--- config.mk ---
export PLATFORM = sky130hd
export DESIGN_NAME = nonce_sweeper
export DESIGN_NICKNAME = d
export VERILOG_FILES = /design/src/rtl/miner_pkg.sv /design/src/rtl/nonce_delay_line.sv /design/src/rtl/nonce_sweeper.sv
export SDC_FILE = /design/constraint.sdc
export NUM_CORES = 1
export LEC_CHECK = 0
export CAP_MARGIN = 20
export CELL_PAD_IN_SITES_DETAIL_PLACEMENT = 1
export CELL_PAD_IN_SITES_GLOBAL_PLACEMENT = 2
export CORE_AREA = 2 2 473 475
export DETAILED_ROUTE_END_ITERATION = 16
export DIE_AREA = 0 0 475 477
export GPL_TIMING_DRIVEN = 0
export PLACE_DENSITY = 0.53
export SYNTH_ARGS = -nofsm -noshare
export SYNTH_HDL_FRONTEND = slang
export SYNTH_SLANG_ARGS = --single-unit
--- constraint.sdc ---
create_clock -name clk -period 5.72 [get_ports clk]
set_input_delay 1.144 -clock clk [delete_from_list [all_inputs] [get_ports clk]]
set_output_delay 1.144 -clock clk [all_outputs]
set_load 0.05 [all_outputs]
--- src/rtl/miner_pkg.sv ---
// Shared types and helpers for the nonce sweep front end of the sha256 miner.
// Latency: n/a (types, constants and pure functions only).
// Backpressure: n/a.
package miner_pkg;

  typedef enum logic [1:0] {
    IDLE  = 2'd0,
    SWEEP = 2'd1,
    DRAIN = 2'd2
  } state_t;

  localparam logic [31:0] SHA_PAD_WORD = 32'h8000_0000;
  localparam logic [63:0] HDR_BITLEN   = 64'd640;

  function automatic logic [31:0] bswap32(input logic [31:0] x);
    return {x[7:0], x[15:8], x[23:16], x[31:24]};
  endfunction

  // Digest comes out of sha256 in wire byte order; the target compares as a
  // little-endian 256-bit number, so the bytes are reversed before comparing.
  function automatic logic [255:0] bswap256(input logic [255:0] x);
    logic [255:0] r;
    r = '0;
    for (int i = 0; i < 32; i++) begin
      r[8*i +: 8] = x[8*(31-i) +: 8];
    end
    return r;
  endfunction

  // Second 64-byte chunk of the 80-byte header: tail, nonce, pad bit, length.
  function automatic logic [511:0] build_tail_block(input logic [95:0] tail,
                                                    input logic [31:0] nonce);
    return {tail, bswap32(nonce), SHA_PAD_WORD, 288'b0, HDR_BITLEN};
  endfunction

endpackage

--- src/rtl/nonce_delay_line.sv ---
// Tag pipe that carries {valid, nonce} alongside the sha256 hash latency.
// Latency: LAT cycles (LAT=0 passes the current issue straight through).
// Backpressure: none; shifts every cycle, synchronous flush clears all stages.
module nonce_delay_line #(
  parameter int LAT     = 0,
  parameter int NONCE_W = 32
) (
  input  logic               clk,
  input  logic               rst,
  input  logic               flush,
  input  logic               in_vld,
  input  logic [NONCE_W-1:0] in_nonce,
  output logic               out_vld,
  output logic [NONCE_W-1:0] out_nonce,
  output logic               pend
);

  generate
    if (LAT == 0) begin : g_pass
      logic unused_ctl;
      assign unused_ctl = ^{clk, rst, flush};
      assign out_vld    = in_vld;
      assign out_nonce  = in_nonce;
      assign pend       = 1'b0;
    end else begin : g_pipe
      logic [LAT-1:0]     vld_q;
      logic [NONCE_W-1:0] nonce_q [LAT];

      // Shift the tags one stage per cycle; reset or flush empties every stage.
      always_ff @(posedge clk) begin
        if (!rst || flush) begin
          vld_q <= '0;
          for (int i = 0; i < LAT; i++) nonce_q[i] <= '0;
        end else begin
          vld_q[0]   <= in_vld;
          nonce_q[0] <= in_nonce;
          for (int i = 1; i < LAT; i++) begin
            vld_q[i]   <= vld_q[i-1];
            nonce_q[i] <= nonce_q[i-1];
          end
        end
      end

      // Entries still travelling behind the one being compared this cycle.
      always_comb begin
        pend = 1'b0;
        for (int i = 0; i < LAT - 1; i++) pend = pend | vld_q[i];
      end

      assign out_vld   = vld_q[LAT-1];
      assign out_nonce = nonce_q[LAT-1];
    end
  endgenerate

endmodule

--- src/rtl/nonce_sweeper.sv ---
// Sweeps a nonce range, issuing one sha256 tail block per cycle and checking returned hashes.
// Latency: first block one cycle after start; each result checked LAT cycles after its issue.
// Backpressure: none; sha256 accepts a block every cycle, issue stops on first hit or abort.
module nonce_sweeper
  import miner_pkg::*;
#(
  parameter int LAT     = 0,
  parameter int NONCE_W = 32
) (
  input  logic               clk,
  input  logic               rst,
  input  logic               start,
  input  logic               abort,
  input  logic [95:0]        header_tail,
  input  logic [NONCE_W-1:0] nonce_start,
  input  logic [NONCE_W-1:0] nonce_end,
  input  logic [255:0]       target,
  output logic [511:0]       msg_block,
  output logic               msg_valid,
  input  logic [255:0]       hash_in,
  output logic               busy,
  output logic               done,
  output logic               found,
  output logic [NONCE_W-1:0] found_nonce
);

  state_t             state_q, state_d;
  logic [95:0]        tail_q;
  logic [NONCE_W-1:0] nonce_end_q;
  logic [255:0]       target_q;
  logic [NONCE_W-1:0] iss_nonce_q;
  logic [NONCE_W-1:0] nonce_nx;

  logic               load, advance, flush, win, done_d;
  logic               tag_vld, pend, hit;
  logic [NONCE_W-1:0] tag_nonce;

  nonce_delay_line #(.LAT(LAT), .NONCE_W(NONCE_W)) u_tags (
    .clk       (clk),
    .rst       (rst),
    .flush     (flush),
    .in_vld    (msg_valid),
    .in_nonce  (iss_nonce_q),
    .out_vld   (tag_vld),
    .out_nonce (tag_nonce),
    .pend      (pend)
  );

  assign nonce_nx = iss_nonce_q + 32'd1;
  assign hit      = tag_vld && (bswap256(hash_in) <= target_q);
  assign busy     = (state_q != IDLE);

  // State register.
  always_ff @(posedge clk) begin
    if (!rst) state_q <= IDLE;
    else      state_q <= state_d;
  end

  // Next state and per-cycle control; abort beats a hit, a hit beats the last issue.
  always_comb begin
    state_d = state_q;
    load    = 1'b0;
    advance = 1'b0;
    flush   = 1'b0;
    win     = 1'b0;
    done_d  = 1'b0;
    case (state_q)
      IDLE: begin
        if (start && !abort) begin
          state_d = SWEEP;
          load    = 1'b1;
        end
      end
      SWEEP: begin
        if (abort) begin
          state_d = IDLE;
          flush   = 1'b1;
          done_d  = 1'b1;
        end else if (hit) begin
          state_d = IDLE;
          flush   = 1'b1;
          done_d  = 1'b1;
          win     = 1'b1;
        end else if (iss_nonce_q == nonce_end_q) begin
          state_d = DRAIN;
        end else begin
          advance = 1'b1;
        end
      end
      DRAIN: begin
        if (abort) begin
          state_d = IDLE;
          flush   = 1'b1;
          done_d  = 1'b1;
        end else if (hit) begin
          state_d = IDLE;
          flush   = 1'b1;
          done_d  = 1'b1;
          win     = 1'b1;
        end else if (!pend) begin
          // The tag exiting now was just checked and nothing is behind it.
          state_d = IDLE;
          done_d  = 1'b1;
        end
      end
      default: state_d = IDLE;
    endcase
  end

  // Latched job, issue register and result; found is cleared at start, so an
  // aborted sweep always reports found=0.
  always_ff @(posedge clk) begin
    if (!rst) begin
      tail_q      <= '0;
      nonce_end_q <= '0;
      target_q    <= '0;
      iss_nonce_q <= '0;
      msg_block   <= '0;
      msg_valid   <= 1'b0;
      done        <= 1'b0;
      found       <= 1'b0;
      found_nonce <= '0;
    end else begin
      done <= done_d;
      if (load) begin
        tail_q      <= header_tail;
        nonce_end_q <= nonce_end;
        target_q    <= target;
        iss_nonce_q <= nonce_start;
        msg_block   <= build_tail_block(header_tail, nonce_start);
        msg_valid   <= 1'b1;
        found       <= 1'b0;
        found_nonce <= '0;
      end else if (advance) begin
        iss_nonce_q <= nonce_nx;
        msg_block   <= build_tail_block(tail_q, nonce_nx);
        msg_valid   <= 1'b1;
      end else begin
        msg_valid   <= 1'b0;
      end
      if (win) begin
        found       <= 1'b1;
        found_nonce <= tag_nonce;
      end
    end
  end

endmodule
==> run metrics, run 1 <==
post-DR wirelength/cell about 22 um; P_leak between 15 and 20 nW; max cap viols 0; Syn-to-layout area delta 55.8%; H-Tree Depth 3; final setup vio count 0; overall die height roughly 480 um; Antenna Nets Post-Route 0; status completed; fraction of registers with async set or reset after synthesis 0%; Vias/cell between 3 and 4; DRC Markers 0; Worst Setup SP hash_in[205]; total CTS buffers 81; Worst-Skew Late Latency about 0.74 ns; post-synthesis cell count 3752; die area approximately 0.23 mm2; worst hold path startpoint target_q[224]; Max Slew Vio Count 0; first-pass GRT wire length around 240000 um; crit-path max FO 10; Clock Skew between 0.04 and 0.05 ns; Sink Count between 500 and 600; Critical Path RT 6.33 ns; Startpoint Class input pin; peak supply drop about 0.21 mV; num ports between 1000 and 1500; Vias about 30000; Core ar. 0.221 mm2; Reg2Reg Launch Point target_q[23]; mapped cell area 0.0299 mm2; GR Layer Usage met1 between 10% and 20%; largest cells by area after synthesis dfxtp_1 37%, nand2_1 11%, ha_1 11%; initial antenna violation count about 110; Critical Path End Type flip-flop; port bufs between 800 and 900; Hold Path Stages 2; gr usage total 15.4%; layer with the highest usage met2; R2R setup slack roughly 0.84 ns; Area after DPL ~0.044 mm2; Worst slew margin between 20% and 30%; RSZ-0062 raised after global routing no; hold_ws roughly 0.45 ns; Seq/Total Area, Yosys a little under two fifths; Post-synth EDFFs 0; commonest cells in the netlist 872 x nand2_1, 550 x dfxtp_1, 488 x a21oi_1, 386 x buf_4, 271 x inv_1; DIE WIDTH around 480 um; hold buffers post-CTS 0; initial drt markers between 900 and 1000; WP data arrival roughly 6.1 ns; synth unique cells 56; NumNets Final ~6000; Post-DP HPWL about 150000 um; clk buf depth 3; Final Hold Vio Count 0; crit path time final 5.43 ns; period utilization 95.0%; Slew @ Worst Pin around 1.1 ns; Crit Path Category in -> reg; number of synthesized register bits 550; fmax 184 MHz; syn_area_per_cell 7.98 um2; Synth Flop Type dfxtp_1; CTS Root Cell clkbuf_16; CTS tree done; Clock Pin Slew Worst Setup and Hold Paths around 0.06 ns; area leader, netlist dfxtp_1; met3 usage 6.85%; Crit Reg-Reg Endpoint msg_block[508]; R2R depth 15; layout cells sized above 1 about an eighth; top cell type's share of synthesized area a little under two fifths; vias in the first global route approximately 30000; GRT Residual Overflow 0; routability cong. 0.793; Yosys warning total 0; largest net degree at the start of global routing 14; Initial Utilization 13.5%; Hold WC Path Type reg -> reg; num rows ~170; power per cell area between 200 and 300 mW/mm2; 1st-pass router iterations 5; met2 global-route usage 24.9%; routed wire length roughly 180000 um; cell with the most instances after synthesis nand2_1; CP Capture Point msg_block[508]; Post-Layout Inst Area 0.0466 mm2
[worst max-delay path, stage by stage]
cell and delay, ns:
clkdlybuf4s50_1 0.50, ha_1 0.34, and4_1 0.22, nor4bb_1 0.15, buf_2 0.17, nand2_1 0.08
a21oi_1 0.12, o41ai_1 0.87, o31ai_1 0.21, buf_4 0.23, or3_1 0.34, buf_2 0.21
a21oi_4 0.52, buf_4 0.30, buf_4 0.26, mux2_1 0.35
[metrics by stage]
step | utilization, % | std cells | TNS, ns | total power [W] | worst slack, ns
after floorplan | - | 4132 | 0 | 0.00582 | 1.48
after global placement | 19.7 | 7949 | -891.84 | 0.00692 | -5.11
after detailed placement | 19.7 | 7963 | -211.19 | 0.00696 | -1.56
after CTS | 21.0 | 8114 | 0 | 0.0125 | 0.0677
after global routing | 21.0 | 8122 | 0 | 0.0129 | 0.0406
final | 21.1 | 8145 | 0 | 0.0122 | 0.288
[cell families after synthesis]
logic type | after synthesis | synth area share, %
buffers and inverters | 837 | 15.4
AND/OR/NAND/NOR | 1257 | 18.6
other | 1 | 0.0125
AO/OA/AOI/OAI | 687 | 12.7
adder cells (fa/ha/maj) | 260 | 10.9
XOR/XNOR | 32 | 0.936
multiplexers | 128 | 4.68
flip-flops | 550 | 36.8
[layout by cell type, fill, tap and decap left out, types with 26 or more instances in the layout]
| master | n |
|---|---|
| a21o_1 | 26 |
| a21oi_1 | 488 |
| a31oi_1 | 32 |
| and2_1 | 103 |
| buf_4 | 394 |
| clkbuf_1 | 178 |
| clkbuf_16 | 81 |
| clkdlybuf4s50_1 | 842 |
| conb_1 | 381 |
| dfxtp_1 | 550 |
| diode_2 | 31 |
| ha_1 | 260 |
| inv_1 | 271 |
| mux2_2 | 78 |
| mux2i_1 | 32 |
| nand2_1 | 872 |
| nand3_1 | 77 |
| nand4_1 | 67 |
| o21ai_0 | 64 |
| xor2_1 | 32 |
[cell type report]
cell class | instances | area, um2
fillers | 26400 | 175000
multi-input cells | 2745 | 15800
flip-flops and latches | 550 | 11000
repair buffers | 859 | 8600
well taps | 2975 | 3720
plain buffers | 565 | 3590
clock buffers | 119 | 2370
inverters | 272 | 1020
clock inverters | 29 | 459
diodes | 31 | 77.6
[how the worst min path moves through the flow]
stage | to | slack (ns)
3_5_place_dp | target_q[5] | 0.45
3_3_place_gp | tail_q[76] | 0.44
6_report | target_q[224] | 0.45
4_1_cts | target_q[224] | 0.45
5_1_grt | target_q[120] | 0.47
2_1_floorplan | tail_q[76] | 0.43
[routing by layer]
metal	share of wire, %	vias up
met5	0.39	-
met4	2.5	108
met3	10	282
met2	45	919
met1	42	13800
li1	-	14500
[power breakdown]
part / total (W) / switching, W / internal [W]
logic: 0.00269 / 0.00164 / 0.00105
registers: 0.00415 / 0.000138 / 0.00401
clock network: 0.00541 / 0.00219 / 0.00321
[flip-flops by register name, summed over array words and instances, names as in the netlist]
signal,cells
msg_block,129
state_q,2
found,1
msg_valid,1
done,1
tail_q,96
nonce_end_q,32
found_nonce,32
target_q,256
[repair_timing]
| action | in CTS | in global routing |
|---|---|---|
| gates cloned | 0 | 0 |
| gates resized for setup | 0 | 1 |
| setup buffers | 3 | 0 |
| pin swaps | 2 | 0 |
| endpoints found under the setup margin | 163 | 18 |
| hold endpoints to repair | 0 | 0 |
No activity file was read; power rests on OpenSTA's default activity.
==> run 2, diff against run 1 <==
--- a/config.mk
+++ b/config.mk
@@ -8,11 +8,11 @@
 export CAP_MARGIN = 20
 export CELL_PAD_IN_SITES_DETAIL_PLACEMENT = 1
 export CELL_PAD_IN_SITES_GLOBAL_PLACEMENT = 2
-export CORE_AREA = 2 2 473 475
+export CORE_AREA = 2 2 471 473
 export DETAILED_ROUTE_END_ITERATION = 16
-export DIE_AREA = 0 0 475 477
+export DIE_AREA = 0 0 473 475
 export GPL_TIMING_DRIVEN = 0
-export PLACE_DENSITY = 0.53
+export PLACE_DENSITY = 0.55
 export SYNTH_ARGS = -nofsm -noshare
 export SYNTH_HDL_FRONTEND = slang
 export SYNTH_SLANG_ARGS = --single-unit
==> constraint.sdc (replaced) <==
create_clock -name clk -period 4.7 [get_ports clk]
set_input_delay 0.94 -clock clk [delete_from_list [all_inputs] [get_ports clk]]
set_output_delay 0.94 -clock clk [all_outputs]
set_load 0.05 [all_outputs]
==> run 2 against run 1 <==
Effect of this change: hold slack barely moved; core utilization up 0.40 points; combinational power increased by 24%; setup slack got worse by 0.28 ns; clock-buffer cell count is 7 lower; global-route usage about the same; register-to-register slack got worse by 0.56 ns; cell count is 1.3% lower.
==> run metrics, run 2 (synthesis results as in run 1) <==
status completed; Critical Path End Type flip-flop; num rows 172 (-0.58%); Worst Setup SP hash_in[63]; Clock Skew 0.0503 ns (+0.00665 ns); multi-input logic area 0.0160 mm2 (+1.4%); Post-Layout Inst Area 0.0470 mm2 (+0.80%); WP data arrival 5.32 ns (-0.73 ns); max FFs per register 256 (unchanged); total CTS buffers 79 (-2.5%); overall die height 475 um (-0.42%); Slew @ Worst Pin 1.03 ns (-0.0738 ns); most frequent cells in the layout 872 x nand2_1, 825 x clkdlybuf4s50_1, 550 x dfxtp_1; largest net degree at the start of global routing 14 (unchanged); Post-DP HPWL 151000 um (-0.61%); final setup vio count 0 (unchanged); worst hold path startpoint target_q[112]; die area 0.225 mm2 (-0.84%); H-Tree Depth 3 (unchanged); initial antenna violation count 116 (+6.4%); Vias/cell 3.70 (+1.9%); Max Slew Vio Count 0 (unchanged); Sink Count 550 (unchanged); power per cell area 314 mW/mm2 (+20%); 1st-pass router iterations 5 (unchanged); layout cells sized above 1 13.2% (+0.69 points); crit path time final approximately 4.7 ns; hold buffers post-CTS 0 (unchanged); CTS tree done; Worst slew margin 30.4% (+4.0 points); Reg area 0.0110 mm2 (unchanged); P_leak 18.7 nW (+2.0%); crit-path max FO 7 (-3); Startpoint Class input pin; Final Hold Vio Count 0 (unchanged); routability cong. 0.808 (+1.9%); initial drt markers 1060 (+10%); Clock Pin Slew Worst Setup and Hold Paths 0.06 ns (about the same); num ports 1224 (unchanged); clk buf depth 3 (unchanged); max cap viols 0 (unchanged); fmax roughly 210 MHz; gr usage total 15.3% (-0.047 points); Crit Path Category in -> reg; vias in the first global route 30100 (-1.1%); Area after DPL 0.0436 mm2 (-0.17%); DIE WIDTH 473 um (-0.42%); Critical Path RT 5.32 ns (-1.01 ns); Core ar. 0.219 mm2 (-1.1%); Fill cells 26100 (-1.1%); GRT Residual Overflow 0 (unchanged); Worst-Skew Late Latency 0.73 ns (about the same); most flop-heavy register target_q; first-pass GRT wire length 239000 um (-1.3%); DRC Markers 0 (unchanged); routed wire length 178000 um (-0.67%); Vias 29700 (+0.63%); Antenna Nets Post-Route 0 (unchanged); CTS Root Cell clkbuf_16; post-DR wirelength/cell 22.2 um (+0.59%); NumNets Final 6029 (+0.32%); port bufs 842 (unchanged); Initial Utilization 13.7% (+0.15 points); period utilization 99.9%; Reg2Reg Launch Point target_q[207]; Hold WC Path Type reg -> reg; Largest regs target_q (256), msg_block (129), tail_q (96); Syn-to-layout area delta 57.1%; peak supply drop 0.249 mV (+18%); setup_tns 0 ns (unchanged); commonest non-fill, non-tap cell in the layout nand2_1
[run 2: critical path, cell delays in order]
cell and delay, ns:
clkdlybuf4s50_1 0.44, ha_1 0.34, nand4_1 0.13, nor3_1 0.08, a221o_1 0.36, o311a_4 0.39
a2111o_1 0.55, a2111o_1 0.51, or3_1 0.38, buf_6 0.15, a21oi_4 0.17, buf_12 0.17
buf_12 0.15, buf_4 0.16, mux2_2 0.34
[run 2: area by class of cell]
class                           count  share of cell area, %
Timing Repair Buffer              880                   19.0
Tap cell                         2871                   7.64
Clock buffer                      112                   4.83
Inverter                          272                   2.17
Multi-Input combinational cell   2745                   34.1
Buffer                            565                   7.87
Antenna cell                       22                  0.117
Sequential cell                   550                   23.4
Clock inverter                     26                  0.931
[run 2: what timing repair did]
| action | 4_1_cts | 5_1_grt |
|---|---|---|
| pin swaps | 7 | 26 |
| gates resized for setup | 23 | 68 |
| cloned | 0 | 1 |
| setup endpoints to repair | 166 | 128 |
| setup buffers | 6 | 13 |
[run 2: worst paths after layout]
path,endpoint,slack (ns),cells after the start
max reg2reg,msg_block[417],0.28,15
min reg2reg,target_q[112],0.45,2
max,msg_block[417],0.006,15
min,target_q[112],0.45,2
[run 2: power by group]
group / leakage, nW / internal [W] / switching [W]
Clock: 1.32 / 0.00378 / 0.00260
Sequential: 4.48 / 0.00488 / 0.000169
Combinational: 12.9 / 0.00132 / 0.00201
Total: 18.7 / 0.00997 / 0.00478
[run 2: metal layers]
| metal | up-vias | part of all wire (%) | routed length (um) | global-route usage [%] |
|---|---|---|---|---|
| met3 | 328 | 10 | 18000 | 7.30 |
| met1 | 13800 | 41 | 73700 | 17.8 |
| li1 | 14500 | - | - | - |
| met5 | - | 0.42 | 742 | 0 |
| met4 | 118 | 2.8 | 4980 | 4.24 |
| met2 | 952 | 45 | 80900 | 24.9 |
[run 2: metrics by stage]
stage / cells / util (%) / power, W / worst slack (ns) / hold slack (ns)
global route: 8029 / 21.4 / 0.0155 / -0.0329 / 0.467
finish: 8043 / 21.5 / 0.0148 / 0.00556 / 0.452
detailed placement: 7861 / 19.9 / 0.00846 / -2.28 / 0.448
floorplan: 4132 / - / 0.00709 / 0.665 / 0.434
global placement: 7845 / 19.8 / 0.00842 / -5.72 / 0.444
CTS: 8005 / 21.2 / 0.0151 / 0.0152 / 0.456
